File: config.mk
export PLATFORM = sky130hd
export DESIGN_NAME = axi_wr_slave_ram
export DESIGN_NICKNAME = d
export VERILOG_FILES = /design/src/rtl/axi_defs_pkg.sv /design/src/rtl/axi_burst_addr_gen.sv /design/src/rtl/axi_wr_slave_ram.sv
export SDC_FILE = /design/constraint.sdc
export NUM_CORES = 1
export LEC_CHECK = 0
export ABC_AREA = 1
export CAP_MARGIN = 10
export CELL_PAD_IN_SITES_DETAIL_PLACEMENT = 1
export CELL_PAD_IN_SITES_GLOBAL_PLACEMENT = 1
export CORE_ASPECT_RATIO = 1.5
export CORE_UTILIZATION = 34
export DETAILED_ROUTE_END_ITERATION = 16
export GPL_ROUTABILITY_DRIVEN = 0
export PLACE_DENSITY = 0.8
export SYNTH_ARGS = -nofsm -noshare
export SYNTH_HDL_FRONTEND = slang
export SYNTH_HIERARCHICAL = 1
export SYNTH_SLANG_ARGS = --single-unit
File: constraint.sdc
create_clock -name clk -period 3.15 [get_ports clk]
set_input_delay 0.63 -clock clk [delete_from_list [all_inputs] [get_ports clk]]
set_output_delay 0.63 -clock clk [all_outputs]
set_load 0.05 [all_outputs]
File: src/rtl/axi_defs_pkg.sv
// Shared AXI3 write-channel definitions: field widths, burst/response codes,
// the latched AW descriptor and the response-priority helper.
package axi_defs;

  localparam int unsigned ID_W    = 4;
  localparam int unsigned LEN_W   = 4;
  localparam int unsigned SIZE_W  = 3;
  localparam int unsigned BURST_W = 2;
  localparam int unsigned RESP_W  = 2;
  localparam int unsigned ADDR_W  = 32;
  localparam int unsigned DATA_W  = 32;
  localparam int unsigned STRB_W  = DATA_W / 8;

  localparam logic [BURST_W-1:0] BURST_FIXED = 2'b00;
  localparam logic [BURST_W-1:0] BURST_INCR  = 2'b01;
  localparam logic [BURST_W-1:0] BURST_WRAP  = 2'b10;
  localparam logic [BURST_W-1:0] BURST_RSVD  = 2'b11;

  localparam logic [RESP_W-1:0] RESP_OKAY   = 2'b00;
  localparam logic [RESP_W-1:0] RESP_SLVERR = 2'b10;
  localparam logic [RESP_W-1:0] RESP_DECERR = 2'b11;

  typedef enum logic [1:0] {
    S_IDLE = 2'd0,
    S_DATA = 2'd1,
    S_RESP = 2'd2
  } wr_state_e;

  // Burst descriptor held for the duration of one write burst
  typedef struct packed {
    logic [ID_W-1:0]    id;
    logic [LEN_W-1:0]   len;
    logic [SIZE_W-1:0]  size;
    logic [BURST_W-1:0] burst;
  } aw_req_t;

  // Response codes are ordered so the numerically larger one has priority
  function automatic logic [RESP_W-1:0] resp_merge(input logic [RESP_W-1:0] a,
                                                   input logic [RESP_W-1:0] b);
    return (a > b) ? a : b;
  endfunction

endpackage

File: src/rtl/axi_burst_addr_gen.sv
// Combinational AXI next-beat address for FIXED, INCR and WRAP bursts;
// the reserved burst type steps like INCR.
module axi_burst_addr_gen
  import axi_defs::*;
(
  input  logic [ADDR_W-1:0]  cur_addr,
  input  logic [SIZE_W-1:0]  size,
  input  logic [LEN_W-1:0]   len,
  input  logic [BURST_W-1:0] burst,
  output logic [ADDR_W-1:0]  next_addr_c
);

  logic [ADDR_W-1:0] step;
  logic [ADDR_W-1:0] span;
  logic [ADDR_W-1:0] mask;
  logic [ADDR_W-1:0] incr;

  always_comb begin
    step = ADDR_W'(1) << size;
    span = (ADDR_W'(len) + ADDR_W'(1)) << size;
    mask = span - ADDR_W'(1);
    incr = cur_addr + step;
    next_addr_c = incr;
    case (burst)
      BURST_FIXED: next_addr_c = cur_addr;
      // Low bits count modulo the wrap span, upper bits stay put
      BURST_WRAP:  next_addr_c = (cur_addr & ~mask) | (incr & mask);
      default:     next_addr_c = incr;
    endcase
  end

endmodule

File: src/rtl/axi_wr_slave_ram.sv
// AXI3 write responder: one burst at a time, beats committed to a synchronous
// word-addressed RAM in the same cycle as the W handshake.
module axi_wr_slave_ram
  import axi_defs::*;
#(
  parameter logic [31:0] ADDR_BASE  = 32'h0000_0000,
  parameter logic [31:0] ADDR_BYTES = 32'h0001_0000,
  parameter int unsigned RAM_AW     = 14
) (
  input  logic                clk,
  input  logic                rstn,
  input  logic [ID_W-1:0]     awid,
  input  logic [ADDR_W-1:0]   awaddr,
  input  logic [LEN_W-1:0]    awlen,
  input  logic [SIZE_W-1:0]   awsize,
  input  logic [BURST_W-1:0]  awburst,
  input  logic                awvalid,
  output logic                awready,
  input  logic [ID_W-1:0]     wid,
  input  logic [DATA_W-1:0]   wdata,
  input  logic [STRB_W-1:0]   wstrb,
  input  logic                wlast,
  input  logic                wvalid,
  output logic                wready,
  output logic [ID_W-1:0]     bid,
  output logic [RESP_W-1:0]   bresp,
  output logic                bvalid,
  input  logic                bready,
  output logic                ram_en,
  output logic [STRB_W-1:0]   ram_wen,
  output logic [RAM_AW-1:0]   ram_addr,
  output logic [DATA_W-1:0]   ram_wdata
);

  wr_state_e         state_q, state_d;
  aw_req_t           aw_q;
  logic [ADDR_W-1:0] cur_addr_q;
  logic [ADDR_W-1:0] next_addr_c;
  logic [LEN_W-1:0]  cnt_q;
  logic [RESP_W-1:0] err_q;

  logic              aw_fire;
  logic              beat_fire;
  logic              last_beat;
  logic              burst_bad;
  logic              in_range;
  logic [ADDR_W-1:0] offset;
  logic [RESP_W-1:0] beat_err;

  // W channel ID is not used: no write interleaving
  logic unused_bits;
  assign unused_bits = ^{wid, offset[1:0], offset[ADDR_W-1:RAM_AW+2]};

  axi_burst_addr_gen u_addr_gen (
    .cur_addr    (cur_addr_q),
    .size        (aw_q.size),
    .len         (aw_q.len),
    .burst       (aw_q.burst),
    .next_addr_c (next_addr_c)
  );

  assign aw_fire   = awvalid && awready;
  assign beat_fire = wvalid && wready;

  // Per-beat legality and error classification
  always_comb begin
    last_beat = (cnt_q == aw_q.len);
    burst_bad = 1'b0;
    if (aw_q.size > 3'd2) burst_bad = 1'b1;
    if (aw_q.burst == BURST_RSVD) burst_bad = 1'b1;
    if (aw_q.burst == BURST_WRAP &&
        !(aw_q.len == 4'd1 || aw_q.len == 4'd3 || aw_q.len == 4'd7 || aw_q.len == 4'd15))
      burst_bad = 1'b1;
    offset   = cur_addr_q - ADDR_BASE;
    in_range = (offset < ADDR_BYTES);
    beat_err = RESP_OKAY;
    if (burst_bad || (wlast != last_beat)) beat_err = RESP_SLVERR;
    if (!in_range) beat_err = RESP_DECERR;
  end

  // Zero-latency RAM port, quiet whenever no beat is being taken
  always_comb begin
    ram_en    = beat_fire;
    ram_wen   = '0;
    ram_addr  = '0;
    ram_wdata = '0;
    if (beat_fire) begin
      ram_wen   = (!burst_bad && in_range) ? wstrb : '0;
      ram_addr  = offset[RAM_AW+1:2];
      ram_wdata = wdata;
    end
  end

  always_comb begin
    state_d = state_q;
    case (state_q)
      S_IDLE:  if (aw_fire) state_d = S_DATA;
      S_DATA:  if (beat_fire && last_beat) state_d = S_RESP;
      S_RESP:  if (bvalid && bready) state_d = S_IDLE;
      default: state_d = S_IDLE;
    endcase
  end

  always_ff @(posedge clk or negedge rstn) begin
    if (!rstn) begin
      state_q <= S_IDLE;
      awready <= 1'b1;
      wready  <= 1'b0;
      bvalid  <= 1'b0;
    end else begin
      state_q <= state_d;
      awready <= (state_d == S_IDLE);
      wready  <= (state_d == S_DATA);
      bvalid  <= (state_d == S_RESP);
    end
  end

  // Burst descriptor, address walker, beat counter and sticky response
  always_ff @(posedge clk or negedge rstn) begin
    if (!rstn) begin
      aw_q       <= '0;
      cur_addr_q <= '0;
      cnt_q      <= '0;
      err_q      <= RESP_OKAY;
    end else if (aw_fire) begin
      aw_q       <= '{id: awid, len: awlen, size: awsize, burst: awburst};
      cur_addr_q <= awaddr;
      cnt_q      <= '0;
      err_q      <= RESP_OKAY;
    end else if (beat_fire) begin
      cur_addr_q <= next_addr_c;
      cnt_q      <= LEN_W'(cnt_q + LEN_W'(1));
      err_q      <= resp_merge(err_q, beat_err);
    end
  end

  assign bid   = aw_q.id;
  assign bresp = err_q;

endmodule

After elaboration in Yosys (flattened, before gate mapping):

Cells that the tools add are included.

* memories kept: 0
* memory bits (writable): 0
* register bits: 56
* logic and storage cells: 77
* bits of input ports: 91
* ROM bits: 0
* bits in latches: 0
* output and inout port bits: 60

* add/sub/neg operators: 4
* magnitude comparators: 3
* bitwise gates (word level): 4
* eq/ne operators: 14
* divide/modulo/power cells: 0
* shift operators: 2
* muxes and demuxes: 21
* reduce and logical (&&, ||, !) cells: 18
* $mul: 0

Operator list (number)
* $mux 32: 3
* $and 32x32->32: 2
* $pmux 32 s2: 1
* $add 32x32->32: 1
* $lt 32x17->1 const B: 1
* $not 32->32: 1
* $or 32x32->32: 1
* $shl 1x3->32 const A: 1
* $shl 32x3->32: 1
* $sub 32x1->32 const B: 1
* $mux 2: 8
* $mux 4: 4
* $mux 14: 1
* $eq 2x2->1 const B: 4
* $logic_and 1x1->1: 6
* $logic_not 2->1: 3
* $pmux 2 s3: 1
* $add 4x1->5 const B: 1
* $add 4x1->4 const B: 1
* $eq 2x1->1 const B: 2
* $eq 4x1->1 const B: 1
* $eq 4x2->1 const B: 1
* $eq 4x3->1 const B: 1
* $eq 4x4->1: 1
* other kinds (10): 18

Depth between registers and ports, before layout:

* word-level depth: 14
* depth in mapped cells: 23
* depth with buffers taken out: 22

Hierarchy:

Netlist, hierarchy kept.

By module, submodules not included
* axi_wr_slave_ram: area each 3045.4 sq um, times used 1, sequential area each 1402.6 sq um, cells each 427
* axi_burst_addr_gen: area each 2780.2 sq um, times used 1, sequential area each 0.0 sq um, cells each 549

Worst setup path before layout:

OpenSTA, ideal clock, no wires.

* kind: register -> register
* start: register aw_q[3] (netlist name)
* end: register cur_addr_q[20]
* period minus slack after synthesis: 2.815 ns
* data required time: 3.024 ns
* data arrival time: 2.689 ns
* cell stages (with the launch flop): 23
* buffers on the path: 1
* setup time: 0.126 ns
* path slack: 0.335 ns
* cells stage by stage: dfrtp_1 -> inv_2 -> buf_2 -> nand2_1 -> nor2_1 -> inv_1 -> fa_1 -> inv_1 -> nand3_1 -> nand2_1 -> nand2_1 -> nand2_1 -> nand2_1 -> nand2_1 -> inv_1 -> nor2_1 -> nand2_1 -> xor2_1 -> o22ai_1 -> inv_1 -> nand2_1 -> nor2_1 -> o22ai_1

* word-level cells in the longest chain between the ends: 8
* elaborated cells between the ends (all ways): 11
* those cells by class: 2 x add/sub; 2 x shift; 3 x mux; 4 x bitwise

RTL lines
* from (decl): RTL line axi_wr_slave_ram.sv:36 `aw_req_t aw_q;`
* from (signal assigned): RTL line axi_wr_slave_ram.sv:126 `aw_q <= '{id: awid, len: awlen, size: awsize, burst: awburst};`
* $shl 32x3->32: RTL line axi_burst_addr_gen.sv:20 `span = (ADDR_W'(len) + ADDR_W'(1)) << size;`
* $sub 32x1->32: RTL line axi_burst_addr_gen.sv:21 `mask = span - ADDR_W'(1);`
* $not 32->32: RTL line axi_burst_addr_gen.sv:27 `BURST_WRAP: next_addr_c = (cur_addr & ~mask) | (incr & mask);`
* $and 32x32->32: RTL line axi_burst_addr_gen.sv:27
* $or 32x32->32: RTL line axi_burst_addr_gen.sv:27
* $pmux 32 s2 *: RTL line axi_burst_addr_gen.sv:24 `case (burst)`
* named net next_addr_c[20]: RTL line axi_wr_slave_ram.sv:38 `logic [ADDR_W-1:0] next_addr_c;`
* $mux 32 *: RTL line axi_wr_slave_ram.sv:130 `end else if (beat_fire) begin`
* $mux 32 *: RTL line axi_wr_slave_ram.sv:125 `end else if (aw_fire) begin`
* to (signal assigned): RTL line axi_wr_slave_ram.sv:127 `cur_addr_q <= awaddr;`
* to (signal assigned): RTL line axi_wr_slave_ram.sv:131 `cur_addr_q <= next_addr_c;`
* to (decl): RTL line axi_wr_slave_ram.sv:37 `logic [ADDR_W-1:0] cur_addr_q;`

The timed path passes the listed nets; every way through them passes the cells marked *. The select of a mux whose other input is x is not followed.
A chain may end at the register's enable or synchronous reset.

Worst setup path after layout:

* start: register aw_q[2] (netlist name)
* end: register cur_addr_q[26]

Same word-level chain as after synthesis.

==> run_results.csv <==
group,metric,value,unit
outcome,status,"finished, final reports clean",
setup_path,criticalPathCategory,"reg -> reg",
grt,via_count_of_the_first_global_routing_pass,7058,
clock_tree,root_buffer_master,"sky130_fd_sc_hd__clkbuf_16",
grt,globalRouteMet2Util,48.1,%
setup_path,timing.critical_path.mode_cell,"sky130_fd_sc_hd__nand2_1",
setup_path,regToRegSetupSlack,250,ps
drt,drt_iter0_drc,228,
power_and_ir_drop,leakagePower,3.96,nW
setup_path,regToRegEndpoint,"cur_addr_q[26]$_DFFE_PN0P_",
floorplanning,row_count,58,
synthesis,ys_seq_area_share,24.1,%
setup_path,critical_path.cell_chain,"inv_4, nand2_4, nor2_2, ha_1, inv_1, fa_1, inv_1, nand3_1, nand2_1, nand2_1, nand2_1, nand2_1, nand2_2, inv_1, nor2_4, nand2_1, xor2_1, o22ai_1, inv_1, nand2_1, nor2_1, o21ai_1",
clock_tree,ctsLongestPathBuffers,2,
placement,preCtsSetupSlack,92.7,ps
setup_path,crit_path_top_delay_cell,"sky130_fd_sc_hd__dfrtp_1",
setup_path,worst-path-max-fanout,5,
drt,viasPerCell,5.07,
synthesis,yosys_warnings,6,
timing,worst_slew_pin_slew,565,ps
drt,vias,6761,
drt,ant_nets,0,
setup_path,critical_path.n_buffers_inverters,5,
timing,timing.slew.headroom,62.3,%
clock_tree,clk_transition_reported_paths,90,ps
placement,dp.final_hpwl,16500,um
drt,drt-pass1-iter-count,4,
setup_path,r2r_cells,22,
clock_tree,cts-buffers-inserted,5,
synthesis,syn-cell-area,0.00583,mm^2
floorplanning,start_util,34.8,%
setup_path,critPathCaptureType,"flip-flop",
drt,drc,0,
setup_path,critPathLaunchType,"flip-flop",
hold_path,hold_class,"in -> async",
synthesis,synth_seq_cells,56,
setup_path,worst_ep_arrival_time,3100,ps
cells_and_area,drive_above_1_share,14.0,%
placement,dpl_cell_area,0.00809,mm^2
timing,fmax,345,MHz
grt,globalRoute.busiestLayer,"met2",
floorplanning,pin_count,151,
setup_path,critical_path.max_stage_delay,420,ps
setup_path,worst-endpoint-required,3350,ps
timing,period_minus_slack,2900,ps
job,timing.max_cap.violations,0,
grt,grt_met1_use,26.9,%
drt,avgRoutedWirePerCell,15.5,um
floorplanning,die-area,0.0177,mm^2
synthesis,syn-num-nets,1082,
placement,numPortBuffers,146,
grt,global_route.usage.total,24.6,%
drt,route.final.wire_length,20700,um
setup_path,timing.critical_path.max_delay_family,"simple AND/OR/NAND/NOR gates",
power_and_ir_drop,power_density,977,mW/mm^2
clock_tree,clkLatencyLatePin,310,ps
cells_and_area,synthToLayoutAreaGrowth,42.4,%
synthesis,yosysUniqueCellTypes,45,
timing,report.final.hold_viol_count,0,
floorplanning,die_y,162,um
cells_and_area,num-nets-final,1229,
synthesis,postSynthCellCount,976,
grt,globalRouteOverflowTotal,0,
synthesis,fraction_of_registers_with_async_set_reset,100,%
timing,final_min_period_over_clock_period,92.1,%
synthesis,synth.avg_cell_area,5.97,um^2
clock_tree,cts_tree,"built",
power_and_ir_drop,worst_ir_drop_vdd,0.000472,V
clock_tree,clock_sink_count,56,
floorplanning,die_x,109,um
clock_tree,cts.htree.levels,2,
grt,grt_antenna_before_repair,0,
setup_path,timing.rr.start,"aw_q[2]$_DFFE_PN0P_",
timing,final.setup.worst_slack,248,ps
grt,met3_usage,2.73,%
timing,rsz0062_at_grt,"true",
floorplanning,core_area,0.0168,mm^2
cells_and_area,post-route-cell-area,0.00829,mm^2
power_and_ir_drop,total_power,0.00810,W
timing,setup_viol,0,
timing,maxSlewViolCount,0,
synthesis,most_used_flip_flop_cell_after_synthesis,"sky130_fd_sc_hd__dfrtp_1",
timing,clock_skew,11.6,ps
grt,largest_net_degree_at_the_start_of_global_routing,40,
clock_tree,cts_hold_buf,0,
grt,grt_first_pass_wirelength,34500,um
synthesis,number_of_synthesized_flops_with_an_enable_pin,0,
cells_and_area,n_antenna_cell,0,
==> repair_timing <==
action / CTS / global route
resized for setup: 0 / 13
buffers inserted: 0 / 1
setup endpoints to repair: 0 / 13
endpoints found under the hold margin: 0 / 0
==> cells in the mapped netlist (2+ instances only) <==
library cell | n | area [um^2]
sky130_fd_sc_hd__nand2_4 | 2 | 22.5
sky130_fd_sc_hd__nor2_2 | 5 | 31.3
sky130_fd_sc_hd__nor3_1 | 9 | 45.0
sky130_fd_sc_hd__nand3b_1 | 2 | 15.0
sky130_fd_sc_hd__nand4_1 | 8 | 50.1
sky130_fd_sc_hd__nand2_1 | 247 | 927
sky130_fd_sc_hd__nor2_1 | 134 | 503
sky130_fd_sc_hd__buf_4 | 6 | 45.0
sky130_fd_sc_hd__clkbuf_1 | 11 | 41.3
sky130_fd_sc_hd__or2_2 | 2 | 12.5
sky130_fd_sc_hd__buf_2 | 16 | 80.1
sky130_fd_sc_hd__nand2_2 | 14 | 87.6
sky130_fd_sc_hd__o22ai_1 | 39 | 244
sky130_fd_sc_hd__dfrtp_1 | 55 | 1380
sky130_fd_sc_hd__inv_1 | 155 | 582
sky130_fd_sc_hd__o21ai_0 | 67 | 335
sky130_fd_sc_hd__nor4_1 | 5 | 31.3
sky130_fd_sc_hd__a21oi_1 | 16 | 80.1
sky130_fd_sc_hd__o21bai_1 | 8 | 60.1
sky130_fd_sc_hd__o21ai_1 | 14 | 70.1
sky130_fd_sc_hd__inv_2 | 10 | 37.5
sky130_fd_sc_hd__nand3_1 | 77 | 385
sky130_fd_sc_hd__buf_6 | 4 | 45.0
sky130_fd_sc_hd__o211ai_1 | 3 | 22.5
sky130_fd_sc_hd__xnor2_1 | 4 | 35.0
sky130_fd_sc_hd__nor2_4 | 2 | 22.5
sky130_fd_sc_hd__ha_1 | 14 | 175
sky130_fd_sc_hd__nand3_2 | 8 | 80.1
sky130_fd_sc_hd__xor2_1 | 23 | 201
==> state kept, by name (all words and copies together), names as in the netlist <==
register / flops
cur_addr_q: 32
bresp: 2
bid: 4
aw_q: 9
bvalid: 1
wready: 1
awready: 1
cnt_q: 4
state_q: 2
==> placed cells by master, fill, tap and decap left out, drive strengths merged, types with 4 or more instances in the layout <==
cell,instances
dfrtp,55
nor2,142
nand4,8
nand2,263
o21ai,82
o21bai,9
buf,84
ha,14
xor2,23
nor3,10
nand3,86
xnor2,4
o22ai,39
a21oi,17
clkbuf,5
nor4,5
clkdlybuf4s50,94
inv,167
==> power by group <==
| part | switching, W | internal (W) | total (W) |
|---|---|---|---|
| combinational | 0.00377 | 0.00223 | 0.00601 |
| sequential | 0.000423 | 0.00105 | 0.00148 |
| clock | 0.000320 | 0.000303 | 0.000623 |
| total | 0.00452 | 0.00359 | 0.00810 |
==> kinds of logic (layout without fill, tap and decap cells) <==
kind of cell	after synthesis	in the layout	synth area share [%]
compound gates	152	152	14.7
xor+xnor	27	27	4.06
fa+ha+maj	15	15	3.35
buf+inv	206	354	14.7
flops	56	56	24.1
mux	1	1	0.193
simple gates	519	519	38.9
==> layer usage <==
layer / vias up / wire (um)
li1: 3376 / -
met1: 3209 / 8260
met2: 148 / 11300
met3: 28 / 742
met4: 0 / 457
met5: - / 0
==> metrics by stage <==
stage | hold slack [ps] | instances | setup TNS [ps] | util, %
3_5_place_dp | 474 | 1325 | 0 | 48.2
4_1_cts | 289 | 1333 | 0 | 49.1
3_3_place_gp | 469 | 1325 | 0 | 48.2
2_1_floorplan | 334 | 976 | 0 | -
6_report | 268 | 1334 | 0 | 49.5
5_1_grt | 323 | 1334 | -41.7 | 49.5
==> layout make-up <==
type	count	area, um^2
Clock buffer	5	125
Clock inverter	3	26.3
Fill cell	2201	8470
Inverter	168	639
Multi-Input combinational cell	714	3620
Sequential cell	56	1400
Tap cell	210	263
Timing Repair Buffer	178	2220
==> how the worst max path moves through the flow <==
stage | startpoint | to | cells after the start
after floorplan | aw_q[3]$_DFFE_PN0P_ | cur_addr_q[20]$_DFFE_PN0P_ | 22
after global placement | aw_q[2]$_DFFE_PN0P_ | cur_addr_q[22]$_DFFE_PN0P_ | 22
after detailed placement | aw_q[2]$_DFFE_PN0P_ | cur_addr_q[20]$_DFFE_PN0P_ | 22
after CTS | aw_q[2]$_DFFE_PN0P_ | cur_addr_q[20]$_DFFE_PN0P_ | 22
after global routing | aw_q[3]$_DFFE_PN0P_ | cur_addr_q[22]$_DFFE_PN0P_ | 22
final | aw_q[2]$_DFFE_PN0P_ | cur_addr_q[26]$_DFFE_PN0P_ | 22
No activity file was read; power rests on OpenSTA's default activity.
